## config.mk

```make
export PLATFORM = sky130hd
export DESIGN_NAME = imem_loader
export DESIGN_NICKNAME = d
export VERILOG_FILES = /design/src/rtl/imem_loader_pkg.sv /design/src/rtl/imem_loader_word_packer.sv /design/src/rtl/imem_loader.sv
export SDC_FILE = /design/constraint.sdc
export NUM_CORES = 1
export LEC_CHECK = 0
export ABC_AREA = 1
export ABC_CLOCK_PERIOD_IN_PS = 2029
export CAP_MARGIN = 10
export CORE_ASPECT_RATIO = 0.75
export CORE_UTILIZATION = 34
export DETAILED_ROUTE_END_ITERATION = 6
export PLACE_DENSITY = 0.5
export SYNTH_ARGS = -nofsm -noshare
export SYNTH_HDL_FRONTEND = slang
export SYNTH_SLANG_ARGS = --single-unit
```

## constraint.sdc

```tcl
create_clock -name clk -period 2.03 [get_ports clk]
set_input_delay 0.406 -clock clk [delete_from_list [all_inputs] [get_ports clk]]
set_output_delay 0.406 -clock clk [all_outputs]
set_load 0.01 [all_outputs]
```

## src/rtl/imem_loader_pkg.sv

```systemverilog
// +----------------------------------------------------------------------+
// | Module   : imem_loader_pkg                                           |
// | Purpose  : Shared types and constants for the instruction RAM loader |
// | Revision : 1.0  initial release                                      |
// +----------------------------------------------------------------------+
`default_nettype none

package imem_loader_pkg;

    localparam int         c_WORD_W = 32;
    localparam logic [7:0] c_MAGIC  = 8'hA5;

    typedef enum logic [2:0] {
        IDLE   = 3'd0,
        LEN_HI = 3'd1,
        LEN_LO = 3'd2,
        DATA   = 3'd3,
        CSUM   = 3'd4,
        DONE   = 3'd5,
        ERR    = 3'd6
    } state_t;

endpackage

`default_nettype wire

```

## src/rtl/imem_loader_word_packer.sv

```systemverilog
// +----------------------------------------------------------------------+
// | Module   : word_packer                                               |
// | Purpose  : Packs four big-endian stream bytes into one 32-bit word   |
// | Revision : 1.0  initial release                                      |
// +----------------------------------------------------------------------+
`default_nettype none

module word_packer
    import imem_loader_pkg::*;
(
    input  logic                clk,
    input  logic                rst_n,
    input  logic                clr,
    input  logic                byte_en,
    input  logic [7:0]          byte_in,
    output logic [c_WORD_W-1:0] word,
    output logic                word_valid
);

    logic [1:0]  r_idx;
    logic [23:0] r_acc;

    always_ff @(posedge clk or negedge rst_n) begin
        if (!rst_n) begin
            r_idx <= 2'd0;
            r_acc <= 24'd0;
        end else if (clr) begin
            r_idx <= 2'd0;
            r_acc <= 24'd0;
        end else if (byte_en) begin
            r_idx <= r_idx + 2'd1;
            r_acc <= {r_acc[15:0], byte_in};
        end
    end

    // The fourth byte completes the word combinationally so the parent can register it.
    assign word       = {r_acc, byte_in};
    assign word_valid = byte_en && (r_idx == 2'd3);

endmodule

`default_nettype wire

```

## src/rtl/imem_loader.sv

```systemverilog
// +----------------------------------------------------------------------+
// | Module   : imem_loader                                               |
// | Purpose  : Loads a framed byte stream into instruction RAM, releases |
// |            the CPU once the image checksum verifies                  |
// | Revision : 1.0  initial release                                      |
// +----------------------------------------------------------------------+
`default_nettype none

module imem_loader
    import imem_loader_pkg::*;
#(
    parameter int         ADDR_W    = 12,
    parameter int         BASE_ADDR = 0,
    parameter logic [7:0] MAGIC     = c_MAGIC
) (
    input  logic                clk,
    input  logic                rst_n,
    input  logic                start,
    input  logic                in_valid,
    input  logic [7:0]          in_data,
    output logic                in_ready,
    output logic                mem_we,
    output logic [ADDR_W-1:0]   mem_addr,
    output logic [c_WORD_W-1:0] mem_wdata,
    output logic                cpu_hold,
    output logic                done,
    output logic                error
);

    localparam logic [16:0]       c_MAX_WORDS = 17'((1 << ADDR_W) - BASE_ADDR);
    localparam logic [ADDR_W-1:0] c_BASE      = ADDR_W'(BASE_ADDR);

    state_t              r_state;
    state_t              w_next;
    logic [7:0]          r_len_hi;
    logic [15:0]         r_len;
    logic [15:0]         r_word_idx;
    logic [7:0]          r_csum;
    logic                w_accept;
    logic [15:0]         w_len_n;
    logic                w_too_long;
    logic                w_last_word;
    logic                w_word_valid;
    logic [c_WORD_W-1:0] w_word;

    assign in_ready    = (r_state != DONE) && (r_state != ERR);
    assign w_accept    = in_valid && in_ready;
    assign w_len_n     = {r_len_hi, in_data};
    assign w_too_long  = ({1'b0, w_len_n} > c_MAX_WORDS);
    assign w_last_word = (r_word_idx == (r_len - 16'd1));

    assign done     = (r_state == DONE);
    assign error    = (r_state == ERR);
    assign cpu_hold = (r_state != DONE);

    word_packer u_packer (
        .clk        (clk),
        .rst_n      (rst_n),
        .clr        (r_state != DATA),
        .byte_en    (w_accept && (r_state == DATA)),
        .byte_in    (in_data),
        .word       (w_word),
        .word_valid (w_word_valid)
    );

    always_ff @(posedge clk or negedge rst_n) begin
        if (!rst_n) begin
            r_state <= IDLE;
        end else begin
            r_state <= w_next;
        end
    end

    always_comb begin
        w_next = r_state;
        case (r_state)
            IDLE:   if (w_accept && (in_data == MAGIC)) w_next = LEN_HI;
            LEN_HI: if (w_accept) w_next = LEN_LO;
            LEN_LO: begin
                if (w_accept) begin
                    if (w_len_n == 16'd0) w_next = CSUM;
                    else if (w_too_long)  w_next = ERR;
                    else                  w_next = DATA;
                end
            end
            DATA:   if (w_word_valid && w_last_word) w_next = CSUM;
            CSUM:   if (w_accept) w_next = (in_data == r_csum) ? DONE : ERR;
            DONE:   if (start) w_next = IDLE;
            ERR:    if (start) w_next = IDLE;
            default: w_next = IDLE;
        endcase
    end

    // Memory-port registers hold between writes; only a completed word updates them.
    always_ff @(posedge clk or negedge rst_n) begin
        if (!rst_n) begin
            r_len_hi   <= 8'd0;
            r_len      <= 16'd0;
            r_word_idx <= 16'd0;
            r_csum     <= 8'd0;
            mem_we     <= 1'b0;
            mem_addr   <= c_BASE;
            mem_wdata  <= '0;
        end else begin
            mem_we <= w_word_valid;
            case (r_state)
                IDLE: begin
                    r_word_idx <= 16'd0;
                    r_csum     <= 8'd0;
                end
                LEN_HI: begin
                    if (w_accept) begin
                        r_len_hi <= in_data;
                        r_csum   <= r_csum ^ in_data;
                    end
                end
                LEN_LO: begin
                    if (w_accept) begin
                        r_len  <= w_len_n;
                        r_csum <= r_csum ^ in_data;
                    end
                end
                DATA: begin
                    if (w_accept) r_csum <= r_csum ^ in_data;
                    if (w_word_valid) begin
                        mem_addr   <= c_BASE + r_word_idx[ADDR_W-1:0];
                        mem_wdata  <= w_word;
                        r_word_idx <= r_word_idx + 16'd1;
                    end
                end
                DONE, ERR: begin
                    if (start) begin
                        r_word_idx <= 16'd0;
                        r_csum     <= 8'd0;
                    end
                end
                default: ;
            endcase
        end
    end

endmodule

`default_nettype wire
```

Yosys cells after proc, flatten, opt, wreduce, memory -nomap -nowiden. Cells that the tools add are included.

Output and inout bits: 49. Register bits after elaboration: 122. Logic and storage cells: 75. Input port bits: 12.

Bitwise logic cells: 1. Muxes and demuxes: 20. Reduce and logical (&&, ||, !) cells: 19. Order comparisons: 1. Equality and inequality tests: 21. Add/subtract/negate cells: 3.

Operators with widths (count): 24-bit two-way mux (2); 16-bit case mux with 3 select lines (1); 16-bit two-way mux (2); 3-bit two-way mux (8); 8-bit case mux with 3 select lines (1); 3-bit case mux with 6 select lines (1); 16-bit by 1-bit adder with 16-bit output (second input constant) (1); 16-bit == test (1); 16-bit by 13-bit greater-than comparator with 1-bit output (second input constant) (1); 16-bit logical NOT (1); 8-bit two-way mux (2); 16-bit by 1-bit subtractor with 16-bit output (second input constant) (1); 2-bit != test (second input constant) (5); 3-bit == test (second input constant) (3); 8-bit == test (1); 8-bit == test (second input constant) (1); 8-bit bitwise XOR (1); 3-bit by 2-bit == test with 1-bit output (second input constant) (2); 1-bit logical AND (6); 2-bit two-way mux (3); 2-bit by 1-bit != test with 1-bit output (second input constant) (3); 3-bit != test (second input constant) (2); 2-bit AND reduction (3); 3-bit AND reduction (2); other kinds (10) (11).

Longest topological paths before layout. Gate-level depths: netlist of run 1.

Depth in word-level cells: 8. Depth in mapped cells: 15. Mapped depth without buffers: 15.

Modules after synthesis. A second synthesis of run 1 with hierarchy kept.

Cell total of the unflattened synthesis: 744. Area, all modules: 6147.1 um2.

Modules (own cells, without submodules): imem_loader (seq. area each 2402.3 um2, cells each 619, instances 1, area an instance 4882.2 um2); word_packer (seq. area each 650.6 um2, cells each 125, instances 1, area an instance 1265.0 um2).

Worst setup path before layout of run 1. No wires, ideal clock.

Path type: reg-to-reg. From: register r_len[0]. To: register r_state[1]. Data required time: 1.913 ns. Stages on the path, launching flop included: 14. Setup slack: 0.259 ns. Clock period less this slack: 1.771 ns. Data arrival time: 1.654 ns. Buffers on the path: 0. Setup time: 0.117 ns. Cell sequence: dfrtp_1 inv_1 ha_1 nand2_1 nor2_1 nand2_1 xor2_1 nand2_1 nor2_1 nand3_1 nand2_2 nand2_1 nand2_1 nand2_1.

Word-level cells in the longest chain between the ends: 5.

Ends and longest elaborated chain: start, declared (line imem_loader.sv:36) `logic [15:0] r_len;`; start signal, assigned (line imem_loader.sv:119) `r_len <= w_len_n;`; 16-bit by 1-bit subtractor with 16-bit output (line imem_loader.sv:50) `assign w_last_word = (r_word_idx == (r_len - 16'd1));`; 16-bit == test (line imem_loader.sv:50); 1-bit logical AND (line imem_loader.sv:86) `DATA: if (w_word_valid && w_last_word) w_next = CSUM;`; 2-bit by 1-bit != test with 1-bit output (no line); 6-bit AND reduction (no line); end signal, assigned (line imem_loader.sv:70) `r_state <= w_next;`; end, declared (line imem_loader.sv:33) `state_t r_state;`.

Every way passes these cells. A chain may end at the register's enable or synchronous reset.

Final worst setup path of run 1.
From: register r_state[0]. To: register r_word_idx[10].

Word-level cells in the longest chain between the ends: 7. Elaborated cells on any way between the ends: 16. Those cells by class: eq/ne: 7; mux: 1; reduce/logical: 8.

Ends and longest elaborated chain: 3-bit != test (line imem_loader.sv:46) `assign in_ready = (r_state != DONE) && (r_state != ERR);`; 1-bit logical AND (line imem_loader.sv:46); 1-bit logical AND (line imem_loader.sv:47) `assign w_accept = in_valid && in_ready;`; 1-bit logical AND (line imem_loader.sv:60) `.byte_en (w_accept && (r_state == DATA)),`; 1-bit logical AND (line imem_loader_word_packer.sv:38) `assign word_valid = byte_en && (r_idx == 2'd3);`; 2-bit != test (no line); 3-bit AND reduction (no line); end signal, assigned (line imem_loader.sv:128) `r_word_idx <= r_word_idx + 16'd1;`; end, declared (line imem_loader.sv:37) `logic [15:0] r_word_idx;`.

Parallel ways exist; a longest one is shown, timed or not.

==> results of run 1 <==
-- through the flow --
stage	worst slack (ps)	total power [uW]	instance area [um2]
floorplan	259	4820	5790
global placement	-120	5790	6970
detailed placement	-167	5820	6970
CTS	32.4	8890	7590
global route	-24.2	9480	7620
finish	157	8880	7620
-- report_power, final --
part / internal, uW / total, uW / switching [uW]
logic: 1160 / 2790 / 1640
registers: 2770 / 3100 / 336
clock network: 1770 / 2980 / 1220
-- how the worst max path moves through the flow --
stage	end	slack [ps]	cells past startpoint	startpoint
after detailed placement	r_state[0]$_DFFE_PN0P_	-170	14	in_valid
final	r_word_idx[10]$_DFFE_PN0P_	160	10	r_state[0]$_DFFE_PN0P_
after floorplan	r_state[1]$_DFFE_PN0P_	260	13	r_len[0]$_DFFE_PN0P_
after global routing	r_state[1]$_DFFE_PN0P_	-20	15	r_len[0]$_DFFE_PN0P_
after CTS	r_state[0]$_DFFE_PN0P_	30	13	r_len[0]$_DFFE_PN0P_
after global placement	r_word_idx[9]$_DFFE_PN0P_	-120	12	in_valid
-- routing by layer --
layer / GRT usage / up-vias
met1: 0.260 / 2332
met3: 0.0384 / 15
met4: 0.0640 / 0
met2: 0.272 / 96
li1: - / 2419
met5: 0 / -
-- cell type report --
| type | count | area [um2] |
|---|---|---|
| flip-flops and latches | 122 | 3060 |
| clock inverters | 14 | 150 |
| clock buffers | 18 | 439 |
| multi-input cells | 451 | 2360 |
| well taps | 210 | 263 |
| inverters | 85 | 323 |
| fillers | 1601 | 8700 |
| repair buffers | 110 | 1030 |
-- flip-flops by register name, indices dropped and copies added (netlist names) --
signal / cells
r_word_idx: 16
u_packer.r_idx: 2
r_len_hi: 8
mem_addr: 12
r_state: 3
mem_we: 1
r_len: 16
r_csum: 8
u_packer.r_acc: 24
mem_wdata: 32
-- critical path: cells and delay by family (launching register included) --
| kind | cells | cell delay [ps] |
|---|---|---|
| simple gates | 7 | 930 |
| compound gates | 1 | 90 |
| buf+inv | 2 | 290 |
| flops | 1 | 440 |
-- synth_stat cells --
cell | number | area, um2
nor2_2 | 3 | 18.8
xnor2_1 | 6 | 52.6
buf_2 | 5 | 25.0
clkinv_2 | 1 | 5.00
nor4_1 | 5 | 31.3
ha_1 | 3 | 37.5
nand2_4 | 2 | 22.5
o211ai_4 | 1 | 21.3
a21oi_1 | 7 | 35.0
inv_2 | 3 | 11.3
a31oi_1 | 1 | 6.26
o21ai_0 | 65 | 325
buf_6 | 1 | 11.3
nor3_1 | 8 | 40.0
nand2_1 | 173 | 649
nand3_2 | 3 | 30.0
nor2_8 | 2 | 40.0
o31ai_1 | 5 | 37.5
xor2_1 | 24 | 210
dfrtp_1 | 122 | 3050
nand3_1 | 30 | 150
clkbuf_1 | 11 | 41.3
o21ai_1 | 14 | 70.1
o21ai_2 | 1 | 8.76
o21a_1 | 1 | 7.51
buf_1 | 3 | 11.3
nand2_2 | 1 | 6.26
o22ai_1 | 25 | 156
nor2_1 | 52 | 195
nor2_4 | 1 | 11.3
nor3_4 | 1 | 16.3
nand3b_1 | 2 | 15.0
nand4_1 | 8 | 50.1
nor3_2 | 1 | 10.0
mux2_2 | 6 | 67.6
inv_1 | 80 | 300
inv_4 | 1 | 6.26
-- cells by family (layout without fill, tap and decap cells) --
kind of cell             Yosys count  in the layout  synth area share
flip-flops                       122            122             0.528
buffers and inverters            105            227            0.0711
XOR/XNOR                          30             30            0.0454
AO/OA/AOI/OAI                    120            120             0.115
adder cells (fa/ha/maj)            3              3           0.00649
AND/OR/NAND/NOR                  292            292             0.222
multiplexers                       6              6            0.0117
-- layout by cell type, fill, tap and decap left out, drive strengths merged --
master,Yosys,layout
a21oi,7,7
a31oi,1,1
buf,9,50
bufinv,0,1
clkbuf,11,19
clkdlybuf4s50,0,55
clkinv,1,5
clkinvlp,0,1
dfrtp,122,122
dlygate4sd2,0,3
dlygate4sd3,0,1
ha,3,3
inv,84,92
mux2,6,6
nand2,176,176
nand3,33,33
nand3b,2,2
nand4,8,8
nor2,58,58
nor3,10,10
nor4,5,5
o211ai,1,1
o21a,1,1
o21ai,80,80
o22ai,25,25
o31ai,5,5
xnor2,6,6
xor2,24,24
-- repair_timing --
action | CTS | global route
hold buffers | 1 | 0
buffers inserted | 3 | 0
pin swaps | 1 | 0
hold endpoints to repair | 21 | 0
endpoints found under the setup margin | 4 | 5
gates resized for setup | 8 | 14
==> results.yml, run 1 <==
global_route:
  largest_net_degree_at_the_start_of_global_routing: 46
  global_route.usage.total: 0.181
  grt_first_pass_wirelength_mm: 24.7
  grt_pass1_vias: 4817
  overflow: 0
  antenna_violations_before_repair: 0
setup_path:
  max_stage_delay_ps: 440
  worst-r2r-cell-count: 10
  maximum_fanout_along_the_worst_path: 5
  endpoint_kind: "flop"
  worst-r2r-setup-slack_ps: 160
  r2r-end: "r_word_idx[10]$_DFFE_PN0P_"
  worstPathRequired_ps: 2320
  crit_path_start_kind: "flop"
  crit-reg2reg-launch: "r_state[0]$_DFFE_PN0P_"
  critPathSlowestCell: "dfrtp_2"
  cp_cell_sequence: "buf_4, nor2_2, buf_4, nand2_1, nand3_2, o21ai_2, nor2_4, nand3_2, nor4_1, nor2_1"
  arrival_ps: 2160
  setup.worst_path.class: "flop to flop"
placement:
  place_inst: 974
  port-buffer-count: 60
  gp_congestion: 0.847
  dp_hpwl_mm: 11.2
cells_and_area:
  layout.nets: 802
  antenna_cells_inserted: 0
  final_layout_size_suffix_gt1_frac: 0.155
  final_instance_count_without_filler_cells: 1010
  syn2layout_area_growth_pct: 31.7
  fin_util: 0.467
clocking:
  clock_insertion_delay_worst_skew_ps: 410
  clock_transition_at_the_registers_of_the_reported_paths_ps: 60
  h_tree_depth: 4
  cts_made_buffers: 17
  clockBufferDepth: 2
  numClockSinks: 122
  clock_tree_from_tritoncts: "built"
  root_buffer: "clkbuf_16"
timing:
  layout_worst_path_cycle_share: 0.922
  time_the_worst_path_needs_with_i_o_delays_and_setup_ps: 1870
  finalSetupViolations: 0
  clock_skew_ps: 8.91
  clock.fmax_mhz: 534
  timing.final.max_slew_violations: 0
  tns_ps: 0
  worst_slew_margin_rel: 0.712
  pin_slew_with_the_least_headroom_to_its_limit_ps: 428
  fin_hold_ws_ps: 436
  rsz0062_at_grt: "true"
  final_hold_viol_count: 0
synth:
  synth_seq_area_share: 0.528
  cells_after_synthesis: 678
  avgSynthCellArea_um2: 8.54
  syn-num-nets: 693
  netlist_area_um2: 5790
  postSynthRegisterBits: 122
  synthesis.yosys.warnings: 0
  synthDistinctLibCells: 37
drt:
  met1_length_mm: 7.70
  detailed_router_s_first_iteration_violation_count: 302
  detailroute.wirelength.met3_um: 683
  vias_per_cell: 4.81
  met2_length_mm: 6.37
  detail_route.drc_violations: 1
  detailedRoute.firstPassIterationCount: 7
  antenna_left: 0
  uppermost_routed_layer: "met4"
  wl_per_cell_um: 14.8
  totalWireLength_mm: 14.9
  detailroute.via_count: 4862
power:
  leak_uw: 0.00358
  power.density_nw_per_um2: 1170
  vdd_ir_drop_max_uv: 657
outcome:
  violations: "DRC"
  run_status: "complete, but fails checks"
min_path:
  worstHoldPathType: "input pin to asynchronous set/reset pin"
floorplanning:
  pin_count: 61
  die_y_um: 115
  core-area_um2: 16300
  dieArea_um2: 17600
  dieWidth_um: 153
  initial_core_util: 0.355
  row_count: 40
run:
  max_cap_viol_count: 0
No activity file was read; power rests on OpenSTA's default activity.
==> run 2: changes to the inputs <==
--- a/config.mk
+++ b/config.mk
@@ -11,7 +11,8 @@
 export CORE_ASPECT_RATIO = 0.75
 export CORE_UTILIZATION = 34
 export DETAILED_ROUTE_END_ITERATION = 6
-export PLACE_DENSITY = 0.5
+export DONT_BUFFER_PORTS = 1
+export PLACE_DENSITY = 0.46
 export SYNTH_ARGS = -nofsm -noshare
 export SYNTH_HDL_FRONTEND = slang
 export SYNTH_SLANG_ARGS = --single-unit
==> results.yml, run 2 (same netlist as run 1, synthesis figures left out) <==
outcome:
  run_status: "complete, but fails checks"
  violations: "DRC, hold timing"
cells_and_area:
  final_cell_mix: "172 x nand2_1, 120 x dfrtp_1, 78 x inv_1, 65 x o21ai_0, 45 x nor2_1"
  largest_register_ff_count: 32
  fillerInstances: 1643
  antenna_cells_inserted: 0
  mostFrequentLayoutCell: "nand2_1"
  final_layout_size_suffix_gt1_frac: 0.136
  syn2layout_area_growth_pct: 17.6
  layout.nets: 716
  biggestRegsByFlops: "mem_wdata (32), u_packer.r_acc (24)"
  registers.top_by_ff_count: "mem_wdata"
floorplanning:
  row_count: 40
  initial_core_util: 0.355
  dieWidth_um: 153
  die_y_um: 115
  pin_count: 61
  dieArea_um2: 17600
  core-area_um2: 16300
setup_path:
  crit-reg2reg-launch: "r_len[1]$_DFFE_PN0P_"
  worstPathRequired_ps: 2340
  r2r-end: "r_state[1]$_DFFE_PN0P_"
  setup.worst_path.class: "flop to flop"
  worst-r2r-setup-slack_ps: 130
  endpoint_kind: "flop"
  worst-r2r-cell-count: 11
  setup.worst_path.start: "r_len[1]$_DFFE_PN0P_"
  crit_path_start_kind: "flop"
  arrival_ps: 2210
  maximum_fanout_along_the_worst_path: 4
power:
  total_power_uw: 8750
  vdd_ir_drop_max_uv: 679
  power_report.internal_total_uw: 5600
  power.density_nw_per_um2: 1290
  switchingPower_uw: 3150
  leak_uw: 0.00320
  power.share.clock: 0.346
  combinationalPowerShare: 0.298
  power.share.sequential: 0.356
  sw_frac_of_total: 0.360
placement:
  port-buffer-count: 0
  dp_hpwl_mm: 10.2
  dp_worst_setup_slack_ps: -12.7
  gp_congestion: 0.878
clocking:
  clockBufferDepth: 2
  root_buffer: "clkbuf_16"
  clock_tree_from_tritoncts: "built"
  cts_made_buffers: 17
  numClockSinks: 122
  clock_transition_at_the_registers_of_the_reported_paths_ps: 60
  h_tree_depth: 4
  clock_insertion_delay_worst_skew_ps: 420
global_route:
  overflow: 0
  global_route.usage.total: 0.181
  largest_net_degree_at_the_start_of_global_routing: 123
  grt_pass1_vias: 4416
  grt_first_pass_wirelength_mm: 24.1
  antenna_violations_before_repair: 0
drt:
  detailed_router_s_first_iteration_violation_count: 289
  detail_route.drc_violations: 5
  totalWireLength_mm: 14.5
  antenna_left: 0
  detailroute.via_count: 4504
  vias_per_cell: 4.87
  wl_per_cell_um: 15.7
  detailedRoute.firstPassIterationCount: 7
timing:
  clock_skew_ps: 8.96
  fin_hold_ws_ps: -319
  rsz0062_at_grt: "true"
  timing.final.max_slew_violations: 0
  layout_worst_path_cycle_share: 0.934
  clock.fmax_mhz: 527
  final_hold_viol_count: 122
  setup_slack_ps: 133
  pin_slew_with_the_least_headroom_to_its_limit_ps: 588
  tns_ps: 0
  worst_slew_margin_rel: 0.604
  finalSetupViolations: 0
  time_the_worst_path_needs_with_i_o_delays_and_setup_ps: 1900
min_path:
  worstHoldPathType: "input pin to asynchronous set/reset pin"
run:
  max_cap_viol_count: 0
run 2: changes by cell type in the layout (fill, tap and decap cells not counted), moves of 3 or more:
cell	change
clkdlybuf4s50_1	-55
dlygate4sd2_1	-3
clkinvlp_4	+4
buf_4	-23
buf_12	-3
run 2: metrics by stage:
stage	area (um2)	util	instances	hold WS [ps]
final	6810	0.417	924	-319
after global placement	6150	0.377	890	113
after CTS	6750	0.413	922	-341
after floorplan	5790	-	678	110
after detailed placement	6150	0.377	890	113
after global routing	6810	0.417	924	-346
run 2: critical path, stage by stage (launching register included):
cell,delay (ps)
dfrtp_1,390
inv_2,70
ha_4,170
xnor2_1,220
xor2_1,170
nand4_1,180
nor2_1,160
nand3_2,130
nand2_2,110
nand2_1,70
nand2_1,70
nand2_1,50
run 2: cell type report:
class,instances,area [um2],area share
clock inverters,15,166,0.0244
well taps,210,263,0.0386
repair buffers,24,205,0.0301
inverters,85,323,0.0474
clock buffers,17,425,0.0625
multi-input cells,451,2370,0.348
flip-flops and latches,122,3060,0.449
run 2: worst max path at each step:
stage / end / cells after the start
2_1_floorplan: r_state[1]$_DFFE_PN0P_ / 13
3_3_place_gp: r_state[1]$_DFFE_PN0P_ / 13
3_5_place_dp: r_state[1]$_DFFE_PN0P_ / 13
4_1_cts: r_state[1]$_DFFE_PN0P_ / 13
5_1_grt: r_state[1]$_DFFE_PN0P_ / 13
6_report: r_state[1]$_DFFE_PN0P_ / 11
run 2: power by group through the flow:
stage,Sequential [uW],Clock (uW),Combinational [uW]
2_1_floorplan,3040,0,1780
3_3_place_gp,3130,0,2440
3_5_place_dp,3130,0,2460
4_1_cts,3090,3100,2490
5_1_grt,3160,3230,2930
6_report,3120,3030,2610
run 2: what timing repair did:
item / CTS / global route
setup buffers: 0 / 2
pin swaps: 0 / 1
setup endpoints to repair: 2 / 5
hold endpoints to repair: 122 / 122
resized for setup: 1 / 16
run 2: routing by layer:
| metal | part of all wire | GRT usage |
|---|---|---|
| met5 | 0 | 0 |
| met4 | 0.012 | 0.0727 |
| met3 | 0.047 | 0.0482 |
| met2 | 0.42 | 0.261 |
| met1 | 0.52 | 0.256 |
